## src/rtl/mc_control.sv

```systemverilog
// mc_control: multi-cycle MIPS-subset control FSM (FETCH/DECODE/EXEC/MEM/WB).
//
// Ports
//   clk, reset      single clock, synchronous active-high reset
//   op, func        instr[31:26] / instr[5:0] from the datapath IR
//   zero            ALU equality flag, used by beq in EXEC
//   PCWrite, IRWrite, MemWrite, RegWrite   write strobes
//   RegDst, MemtoReg, npcsel, EXTop, ALUctr, ALUSrc   datapath selects
//   state           current FSM state
//   instr_done      one-cycle pulse on the final cycle of each instruction
//
// MEM_LAT (1..4) sets how many cycles each fetch and data access takes.
module mc_control #(
    parameter int MEM_LAT = 1
) (
    input  logic       clk,
    input  logic       reset,
    input  logic [5:0] op,
    input  logic [5:0] func,
    input  logic       zero,
    output logic       PCWrite,
    output logic       IRWrite,
    output logic       MemWrite,
    output logic       RegWrite,
    output logic [1:0] RegDst,
    output logic [1:0] MemtoReg,
    output logic [1:0] npcsel,
    output logic [1:0] EXTop,
    output logic [1:0] ALUctr,
    output logic       ALUSrc,
    output logic [2:0] state,
    output logic       instr_done
);

    typedef enum logic [2:0] {
        S_FETCH  = 3'd0,
        S_DECODE = 3'd1,
        S_EXEC   = 3'd2,
        S_MEM    = 3'd3,
        S_WB     = 3'd4
    } state_t;

    localparam logic [1:0] LAST_WAIT = 2'(MEM_LAT - 1);

    state_t     state_q, state_d;
    logic [1:0] cnt_q, cnt_d;
    logic       pcw, irw, mw, rw, dn;

    // Instruction decode
    logic rtype, i_addu, i_subu, i_jr, i_ori, i_lw, i_sw, i_beq, i_lui, i_j, i_jal, i_unk;

    always_comb begin
        rtype  = (op == 6'b000000);
        i_addu = rtype && (func == 6'b100001);
        i_subu = rtype && (func == 6'b100011);
        i_jr   = rtype && (func == 6'b001000);
        i_ori  = (op == 6'b001101);
        i_lw   = (op == 6'b100011);
        i_sw   = (op == 6'b101011);
        i_beq  = (op == 6'b000100);
        i_lui  = (op == 6'b001111);
        i_j    = (op == 6'b000010);
        i_jal  = (op == 6'b000011);
        i_unk  = !(i_addu || i_subu || i_jr || i_ori || i_lw || i_sw ||
                   i_beq || i_lui || i_j || i_jal);
    end

    // Datapath selects depend only on the instruction, except npcsel which
    // is forced to PC+4 during FETCH.
    always_comb begin
        RegDst   = i_jal ? 2'b10 : (i_addu || i_subu) ? 2'b01 : 2'b00;
        MemtoReg = i_jal ? 2'b10 : i_lw ? 2'b01 : 2'b00;
        EXTop    = i_lui ? 2'b10 : (i_lw || i_sw || i_beq) ? 2'b01 : 2'b00;
        ALUctr   = i_ori ? 2'b10 : (i_subu || i_beq) ? 2'b01 : 2'b00;
        ALUSrc   = i_ori || i_lw || i_sw || i_lui;
        if (state_q == S_FETCH) npcsel = 2'b00;
        else if (i_jr)          npcsel = 2'b11;
        else if (i_j || i_jal)  npcsel = 2'b10;
        else if (i_beq)         npcsel = 2'b01;
        else                    npcsel = 2'b00;
    end

    // Next state and strobes
    always_comb begin
        state_d = S_FETCH;
        cnt_d   = 2'd0;
        pcw     = 1'b0;
        irw     = 1'b0;
        mw      = 1'b0;
        rw      = 1'b0;
        dn      = 1'b0;
        case (state_q)
            S_FETCH: begin
                if (cnt_q == LAST_WAIT) begin
                    irw     = 1'b1;
                    pcw     = 1'b1;
                    state_d = S_DECODE;
                end else begin
                    cnt_d   = cnt_q + 2'd1;
                    state_d = S_FETCH;
                end
            end
            S_DECODE: begin
                if (i_j || i_jr) begin
                    pcw = 1'b1;
                    dn  = 1'b1;
                end else if (i_jal) begin
                    pcw = 1'b1;
                    rw  = 1'b1;
                    dn  = 1'b1;
                end else if (i_unk) begin
                    dn  = 1'b1;
                end else begin
                    state_d = S_EXEC;
                end
            end
            S_EXEC: begin
                if (i_beq) begin
                    pcw = zero;
                    dn  = 1'b1;
                end else if (i_lw || i_sw) begin
                    state_d = S_MEM;
                end else if (i_addu || i_subu || i_ori || i_lui) begin
                    state_d = S_WB;
                end
            end
            S_MEM: begin
                if (cnt_q == LAST_WAIT) begin
                    if (i_sw) begin
                        mw = 1'b1;
                        dn = 1'b1;
                    end else begin
                        state_d = S_WB;
                    end
                end else begin
                    cnt_d   = cnt_q + 2'd1;
                    state_d = S_MEM;
                end
            end
            S_WB: begin
                rw = 1'b1;
                dn = 1'b1;
            end
            default: ;
        endcase
    end

    // Strobes are masked during reset so an aborted instruction never
    // commits a write in the cycle the reset edge lands on.
    always_comb begin
        PCWrite    = pcw && !reset;
        IRWrite    = irw && !reset;
        MemWrite   = mw  && !reset;
        RegWrite   = rw  && !reset;
        instr_done = dn  && !reset;
        state      = state_q;
    end

    always_ff @(posedge clk) begin
        if (reset) begin
            state_q <= S_FETCH;
            cnt_q   <= 2'd0;
        end else begin
            state_q <= state_d;
            cnt_q   <= cnt_d;
        end
    end

endmodule
```

## config.mk

```make
export PLATFORM = sky130hd
export DESIGN_NAME = mc_control
export DESIGN_NICKNAME = d
export VERILOG_FILES = /design/src/rtl/mc_control.sv
export SDC_FILE = /design/constraint.sdc
export NUM_CORES = 1
export LEC_CHECK = 0
export CORE_MARGIN = 5
export CORE_UTILIZATION = 36
export CTS_BUF_LIST = sky130_fd_sc_hd__clkbuf_16
export DETAILED_ROUTE_END_ITERATION = 8
export PLACE_DENSITY = 0.78
export SLEW_MARGIN = 10
export SYNTH_ARGS = -nofsm -noshare
export SYNTH_HDL_FRONTEND = slang
export SYNTH_SLANG_ARGS = --single-unit
export TNS_END_PERCENT = 20
```

## constraint.sdc

```tcl
create_clock -name clk -period 1.75 [get_ports clk]
set_input_delay 0.175 -clock clk [delete_from_list [all_inputs] [get_ports clk]]
set_output_delay 0.175 -clock clk [all_outputs]
set_load 0.05 [all_outputs]
```

Yosys cells after proc, flatten, opt, wreduce, memory -nomap -nowiden
Cells that the tools add are included.
{ "totals": {"reg_bits": 5, "out_inout_bits": 19} }
{ "op_classes": {"addsub": 1, "n_eq_ne": 14, "mux": 38, "n_bitwise": 1, "n_reduce_logical": 33} }
{ "op_table": {"columns": ["operator", "count"], "rows": [
  ["6-bit == test, second input constant", 4],
  ["2-bit two-way mux", 10],
  ["1-bit logical OR", 19],
  ["1-bit two-way mux", 19],
  ["6-bit by 4-bit == test with 1-bit output, second input constant", 3],
  ["3-bit two-way mux", 5],
  ["6-bit by 2-bit == test with 1-bit output, second input constant", 2],
  ["3-bit one-hot mux with 4 select lines", 1],
  ["1-bit logical AND", 8],
  ["3-bit by 2-bit == test with 1-bit output, second input constant", 2],
  ["6-bit by 3-bit == test with 1-bit output, second input constant", 1],
  ["6-bit logical NOT", 1],
  ["1-bit one-hot mux with 4 select lines", 1],
  ["3-bit by 1-bit == test with 1-bit output, second input constant", 1],
  ["3-bit == test, second input constant", 1],
  ["3-bit logical NOT", 1],
  ["1-bit one-hot mux with 3 select lines", 1],
  ["3-bit OR reduction", 1],
  ["2-bit by 1-bit adder with 2-bit output, second input constant", 1],
  ["2-bit logical NOT", 1],
  ["1-bit one-hot mux with 2 select lines", 1],
  ["2-bit OR reduction", 1],
  ["1-bit logical NOT", 1],
  ["1-bit NOT", 1]
]} }

Logic depth before layout (Yosys ltp)
{ "depth": {"ltp_word": 16, "mapped_depth": 6, "ltp_nobuf": 6} }

Worst setup path after synthesis
No wires, ideal clock.
{ "synth_path": {"path_kind": "reg-to-output", "from": "reg state_q[0], in the netlist state[0]", "to": "out RegWrite", "arrival_ps": 2211, "t_required_ps": 1575, "setup_slack_ps": -636, "stages_incl_launch_ff": 4, "path_cell_list": "dfxtp_1 clkbuf_1 nand3b_1 a211oi_1"} }
{ "synth_via": {"elab_chain_cells": 3} }
{ "synth_rtl": {"columns": ["element", "line_no", "text"], "rows": [
  ["from (decl)", "45", "state_t state_q, state_d;"],
  ["from (signal assigned)", "164", "state_q <= state_d;"],
  ["3-bit == test or 3-bit by 1-bit == test with 1-bit output (tied branches)", "92", "case (state_q)"],
  ["1-bit one-hot mux with 2 select lines (*)", "92", null],
  ["1-bit logical AND (*)", "154", "RegWrite = rw && !reset;"],
  ["to (decl)", "24", "output logic RegWrite,"]
]} }
Mark *: on every way between the ends. The rest lies on a longest branch, timed or not.

Worst setup path in the final report
{ "layout_path": {"from": "in func[0]", "to": "out instr_done"} }
{ "layout_via": {"elab_chain_cells": 16} }
{ "layout_rtl": {"columns": ["element", "line_no", "text"], "rows": [
  ["from (decl)", "19", "input logic [5:0] func,"],
  ["6-bit == test (on tied branches)", "54, 55", null],
  ["1-bit logical AND (on tied branches)", "54, 55", null],
  ["1-bit logical OR (6 in series)", "64", "i_unk = !(i_addu || i_subu || i_jr || i_ori || i_lw || i_sw ||"],
  ["1-bit logical OR (3 in series)", "65", "i_beq || i_lui || i_j || i_jal);"],
  ["1-bit two-way mux", "111", "end else if (i_unk) begin"],
  ["1-bit two-way mux", "107", "end else if (i_jal) begin"],
  ["1-bit two-way mux (*)", "104", "if (i_j || i_jr) begin"],
  ["1-bit one-hot mux with 4 select lines (*)", "92", null],
  ["1-bit logical AND (*)", "155", "instr_done = dn && !reset;"],
  ["to (decl)", "32", "output logic instr_done"]
]} }
Marks and branches as above.

==> flow_metrics.env <==
export IMPL_timing_setup_tns_ns=-0.0830
export IMPL_post_drt_wl_per_cell_um=16.9
export IMPL_final_cells=147
export IMPL_ys_warnings_count=0
export IMPL_synthAdderAreaFrac_pct=2.20
export IMPL_hold_viol_final=0
export IMPL_globalplace_congestion=0.774
export IMPL_synth_top_area_cell="dfxtp_1"
export IMPL_routed_via_density=5.61
export IMPL_setup_violations=1
export IMPL_drive_gt1_share_pct=63.4
export IMPL_start_util_pct=37.7
export IMPL_synth_top_family_by_area="simple AND/OR/NAND/NOR gates"
export IMPL_syn_nets=94
export IMPL_violations="negative setup slack"
export IMPL_dp_hpwl_mm=1.87
export IMPL_fin_crit_sh_pct=105
export IMPL_antenna_cells=0
export IMPL_syn_inst=78
export IMPL_port_buffers=33
export IMPL_swShare_pct=26.4
export IMPL_rows=14
export IMPL_intPower_uw=507
export IMPL_p_leak_nw=0.560
export IMPL_stdcell_area_um2=1330
export IMPL_slew_violations=0
export IMPL_cp_slowest_cell="or4_4"
export IMPL_drt_iter0_markers=36
export IMPL_yosys_area_share_simple_pct=49.6
export IMPL_max_slew_margin_rel_pct=74.2
export IMPL_root_buffer="clkbuf_16"
export IMPL_drc=0
export IMPL_clockBufferDepth=2
export IMPL_arrival_ns=1.66
export IMPL_pin_count=34
export IMPL_cts_made_buffers=3
export IMPL_cts_tree="yes"
export IMPL_dr_pass1_iters=4
export IMPL_core_area_um2=1510
export IMPL_ir_drop_mv=0.837
export IMPL_crit_path_start_kind="primary input"
export IMPL_synthMuxAreaShare_pct=0
export IMPL_die_area_um2=2470
export IMPL_path_cells="buf_6, and3b_1, and4bb_4, or4_4, a311oi_4, buf_12"
export IMPL_nets=148
export IMPL_synthTopCellsByArea="dfxtp_1 18%, nor2b_1 6.6%, a21oi_1 5.3%"
export IMPL_layout_commonest_cell="buf_4"
export IMPL_crit_fanout=2
export IMPL_ff_latch_area_um2=106
export IMPL_grt_max_degree=14
export IMPL_fmax_ghz=0.546
export IMPL_fillers=71
export IMPL_crit_type="primary input to primary output"
export IMPL_period_minus_slack_ns=1.83
export IMPL_combPwrFrac_pct=27.9
export IMPL_setup_worst_path_end_class="primary output"
export IMPL_pwr_density_cell_nw_per_um2=518
export IMPL_cts_sinks=5
export IMPL_grt_pass1_wl_mm=3.82
export IMPL_layout_common_cells="27 x buf_4, 16 x buf_12, 8 x buf_2"
export IMPL_worstHoldPathType="flop to flop"
export IMPL_crit_required_ns=1.57
export IMPL_cts_hold_buffers=0
export IMPL_rsz0062_at_grt="yes"
export IMPL_die_y_um=49.7
export IMPL_clock_latency_ns=0.23
export IMPL_seqPwrFrac_pct=18.1
export IMPL_synth_compound_area_share_pct=20.9
export IMPL_drt_total_wl_mm=2.49
export IMPL_grt_overflow_total=0
export IMPL_clk_pin_slew_ns=0.03
export IMPL_htree_num_levels=1
export IMPL_antenna_found_initial=0
export IMPL_place_area_um2=1210
export IMPL_fin_ws_ns=-0.0830
export IMPL_ys_ff_latch=5
export IMPL_multi_input_comb_area_um2=489
export IMPL_synth_cell_area_um2=568
export IMPL_vias=824
export IMPL_power_switching_uw=182
export IMPL_avgSynthCellArea_um2=7.28
export IMPL_power_uw=689
export IMPL_worst_pin_slew_ns=0.385
export IMPL_ys_types=35
export IMPL_place_inst=139
export IMPL_track_usage_pct=20.4
export IMPL_seq_area_frac_synth_pct=17.6
export IMPL_synth_top_cell_area_share_pct=17.6
export IMPL_skew_ns=0.00508
export IMPL_syn_to_final_growth_pct=134
export IMPL_crit_path_max_incr_delay_ns=0.49
export IMPL_antenna_left=0
export IMPL_fp_dieW_um=49.7
export IMPL_pre_cts_ws_ns=-0.467
export IMPL_synth_xor_area_share_pct=0
export IMPL_grt_pass1_vias=803
export IMPL_status="finished with violations"
export IMPL_cap_violations=0
export IMPL_p_clk_share_pct=54.0
cell families after synthesis:
group	after synthesis
buf+inv	10
simple gates	44
flops	5
fa+ha+maj	1
compound gates	18
cell usage after synthesis, drive strengths merged:
library cell and count:
and2 2, ha 1, o31ai 1, nand3 1, nor2 5, or2 3
o211ai 1, and4bb 1, a211oi 2, or3 1, nand3b 4, nor2b 6
or4 1, dfxtp 5, buf 7, o21ai 5, a311oi 1, a41oi 1
and3b 1, nand2 4, a21oi 6, a21bo 1, inv 2, nor4 4
nor3 4, and3 2, clkbuf 1, nand2b 4, nor4b 1
worst paths after layout:
path	start	endpoint	slack, ns	cells after the start
worst max-delay path	func[0]	instr_done	-0.08	6
worst max register to register	state[1]	cnt_q[1]	0.41	4
worst min register to register	cnt_q[0]	cnt_q[0]	0.41	1
worst min-delay path	cnt_q[0]	cnt_q[0]	0.41	1
flip-flops by register name, summed over array words and instances, names as in the netlist:
register and count:
cnt_q 2, state 3
power groups by stage:
stage,clock network [mW],registers [mW],logic (mW)
CTS,0.376,0.123,0.187
detailed placement,0,0.126,0.187
floorplan,0,0.128,0.0797
global route,0.395,0.125,0.201
global placement,0,0.126,0.183
finish,0.372,0.124,0.192
what timing repair did:
action / 4_1_cts / 5_1_grt
gates resized for setup: 47 / 9
buffers inserted: 4 / 0
endpoints found under the setup margin: 12 / 7
pin swaps: 6 / 4
hold endpoints to repair: 0 / 0
layout make-up:
class,count,area share (%)
Clock inverter,1,0.282
Tap cell,16,1.51
Multi-Input combinational cell,63,36.8
Inverter,2,0.565
Timing Repair Buffer,57,47.2
Clock buffer,3,5.65
Sequential cell,5,8.00
through the flow:
step | hold WS (ns) | utilization, %
floorplan | 0.370 | -
finish | 0.414 | 88.2
detailed placement | 0.419 | 80.1
CTS | 0.422 | 86.7
global route | 0.419 | 88.2
global placement | 0.406 | 80.1
metal layers:
metal  track usage [%]  vias up  part of all wire (%)
met1              21.1      383                    39
met4              7.86        0                   1.7
met2              35.6       49                    51
li1                  -      388                     -
met5                 0        -                     0
met3              8.73        4                   8.3
critical path, delay by kind of cell:
family          cells  cell delay, ns
compound gates      1            0.34
simple gates        3            0.88
buf+inv             2            0.27
No activity file was read; power rests on OpenSTA's default activity.
==> RTL edit: new RTL, config.mk and constraints unchanged <==
Make the reset (`reset`) asynchronous in one clocked block. Comments in the files are not updated.
--- a/src/rtl/mc_control.sv
+++ b/src/rtl/mc_control.sv
@@ -157,5 +157,5 @@
     end
 
-    always_ff @(posedge clk) begin
+    always_ff @(posedge clk or posedge reset) begin
         if (reset) begin
             state_q <= S_FETCH;
Check against the original RTL: differs if reset is asserted again (counterexample within 4 cycles, from zero or initial values and one cycle with reset high); with reset held inactive, the same outputs for 10 cycles.
==> RTL edit against the unedited design <==
The flow still finishes with violations (setup timing); first-iteration DRC count shrank 39%; count of clock-buffer cells in the layout unchanged; via count rose by 10%; sequential cell count unchanged; register-to-register slack better by 0.09 ns; synthesized area up 14%; setup slack got worse by 0.0081 ns; wire length increased by 13%; design area rose by 18%.
Power is not compared: it rests on default switching activity, and its combinational part moved more than twofold at a synthesized area within 25%.
==> RTL edit: results (changes against the unedited design) <==
* Largest net degree at the start of global routing at 15 (+1)
* Setup slack, reg-to-reg at 0.50 ns (+0.09 ns)
* Clk_skew at 0.000649 ns (-0.00443 ns)
* Slew @ Worst Pin at 0.322 ns (-0.0636 ns)
* Ys flop type: dfrtp_1
* CP Max Fanout at 3 (+1)
* Routed WL at 2.80 mm (+13%)
* RR Startpoint: cnt_q[1]$_DFF_PP0_
* Drt via density at 5.28 (-5.8%)
* Worst r2r path cells at 6 (+2)
* Crit. Startpoint: op[3]
* Reg-to-Reg End: state[2]$_DFF_PP0_
* Worst slack, placed at -0.475 ns (-0.00838 ns)
* Post-Synth Adder-Cell Area at 3.88% (+1.7 points)
* Dpl hpwl at 1.90 mm (+1.7%)
* First-pass GRT wire length at 4.71 mm (+23%)
* Starting DRT DRC Count at 22 (-39%)
* Syn Area/Cell at 7.34 um2 (+0.74%)
* Setup slack after layout at -0.0910 ns (-0.00807 ns)
* Share of layout cells above drive strength 1 at 57.1% (-6.2 points)
* Gpl congestion at 0.784 (+1.3%)
* Area after DPL at 1400 um2 (+16%)
* Post-synth ARST share at 100% (+100 points)
* Failing checks: setup timing
* Synthesized Nets at 105 (+12%)
* Vias in the first global route at 984 (+23%)
* Worst min-delay path category: in -> async
* Crit path DAT at 1.67 ns
* NumNets Final at 165 (+11%)
* Xor/xnor cell area share of the yosys netlist at 1.36% (+1.4 points)
* Fillers at 59 (-17%)
* Post-synthesis sequential area ratio at 19.4% (+1.8 points)
* Hold-fix buffers at CTS at 0 (unchanged)
* Status: finished with violations
* Synth area leaders: dfrtp_1 19%, nor2_1 8.1%, nor3_1 5.4%
* Distinct cells, synth at 36 (+2.9%)
* Critical Path Sink: PCWrite
* Via count at 908 (+10%)
* Synth top cells by count: 14 x nor2_1, 7 x nor3_1, 6 x inv_1
* Total global-route track usage at 23.2% (+2.8 points)
* Final setup violation count at 5 (+4)
* # placed instances at 164 (+18%)
## RTL edit: changes by cell type in the layout (fill, tap and decap cells not counted), sizes merged, moves of 3 or more
| cell | before | now |
|---|---|---|
| a21oi | 6 | 3 |
| inv | 3 | 6 |
| dlygate4sd2 | 0 | 4 |
| nor4 | 4 | 0 |
| or2 | 3 | 0 |
| nor2 | 5 | 14 |
| dfxtp | 5 | 0 |
| dfrtp | 0 | 5 |
| buf | 54 | 57 |
| nor3 | 4 | 7 |
## RTL edit: power by group through the flow
stage | clock network [W] | registers (W) | logic, W
floorplan | 0 | 0.000202 | 0.000327
global placement | 0 | 0.000140 | 0.000639
CTS | 0.000375 | 0.000140 | 0.000696
detailed placement | 0 | 0.000141 | 0.000655
global route | 0.000389 | 0.000143 | 0.000750
finish | 0.000369 | 0.000141 | 0.000714
## RTL edit: per-layer routing
layer / GRT usage (%) / up-vias / wire length (um)
met5: 0 / - / 0
met4: 6.81 / 0 / 14
met3: 1.99 / 2 / 104
met2: 45.0 / 36 / 1590
met1: 26.0 / 439 / 1090
li1: - / 431 / -
## RTL edit: how the worst min path moves through the flow
stage	startpoint	to	slack [ns]	cells after the start
final	reset	state[1]$_DFF_PP0_	0.27	3
after global routing	reset	state[1]$_DFF_PP0_	0.28	3
after CTS	reset	state[1]$_DFF_PP0_	0.26	3
after detailed placement	reset	state[1]$_DFF_PP0_	0.50	3
after global placement	reset	state[1]$_DFF_PP0_	0.49	3
after floorplan	reset	cnt_q[0]$_DFF_PP0_	-0.03	1
## RTL edit: timing repair
action	CTS	global route
pin swaps	9	3
setup endpoints to repair	15	7
buffers inserted	3	1
gates resized for setup	46	7
## RTL edit: cell type report
cell class / count / area share [%]
Clock buffer: 3 / 4.79
Clock inverter: 1 / 0.239
Inverter: 6 / 1.68
Multi-Input combinational cell: 68 / 37.2
Sequential cell: 5 / 8.14
Tap cell: 25 / 2.00
Timing Repair Buffer: 64 / 46.0
## RTL edit: metrics by stage
stage	util, %	hold slack (ns)	setup TNS, ns	power, W
after floorplan	-	-0.0330	-0.427	0.000529
after global placement	82.2	0.492	-3.50	0.000779
after detailed placement	82.2	0.500	-3.73	0.000796
after CTS	90.2	0.265	-0.186	0.00121
after global routing	91.8	0.277	-0.413	0.00128
final	91.8	0.268	-0.188	0.00122
## RTL edit: logic make-up (layout without fill, tap and decap cells)
| kind of cell | Yosys count | after routing |
|---|---|---|
| compound gates | 18 | 18 |
| xor+xnor | 1 | 1 |
| buf+inv | 15 | 74 |
| flops | 5 | 5 |
| simple gates | 47 | 47 |
| fa+ha+maj | 2 | 2 |
## RTL edit: worst max-delay path, cell delays in order
cell and delay (ns):
buf_6 0.09, or4_4 0.54, buf_6 0.14, o32a_1 0.39, nor3_4 0.17, buf_12 0.16
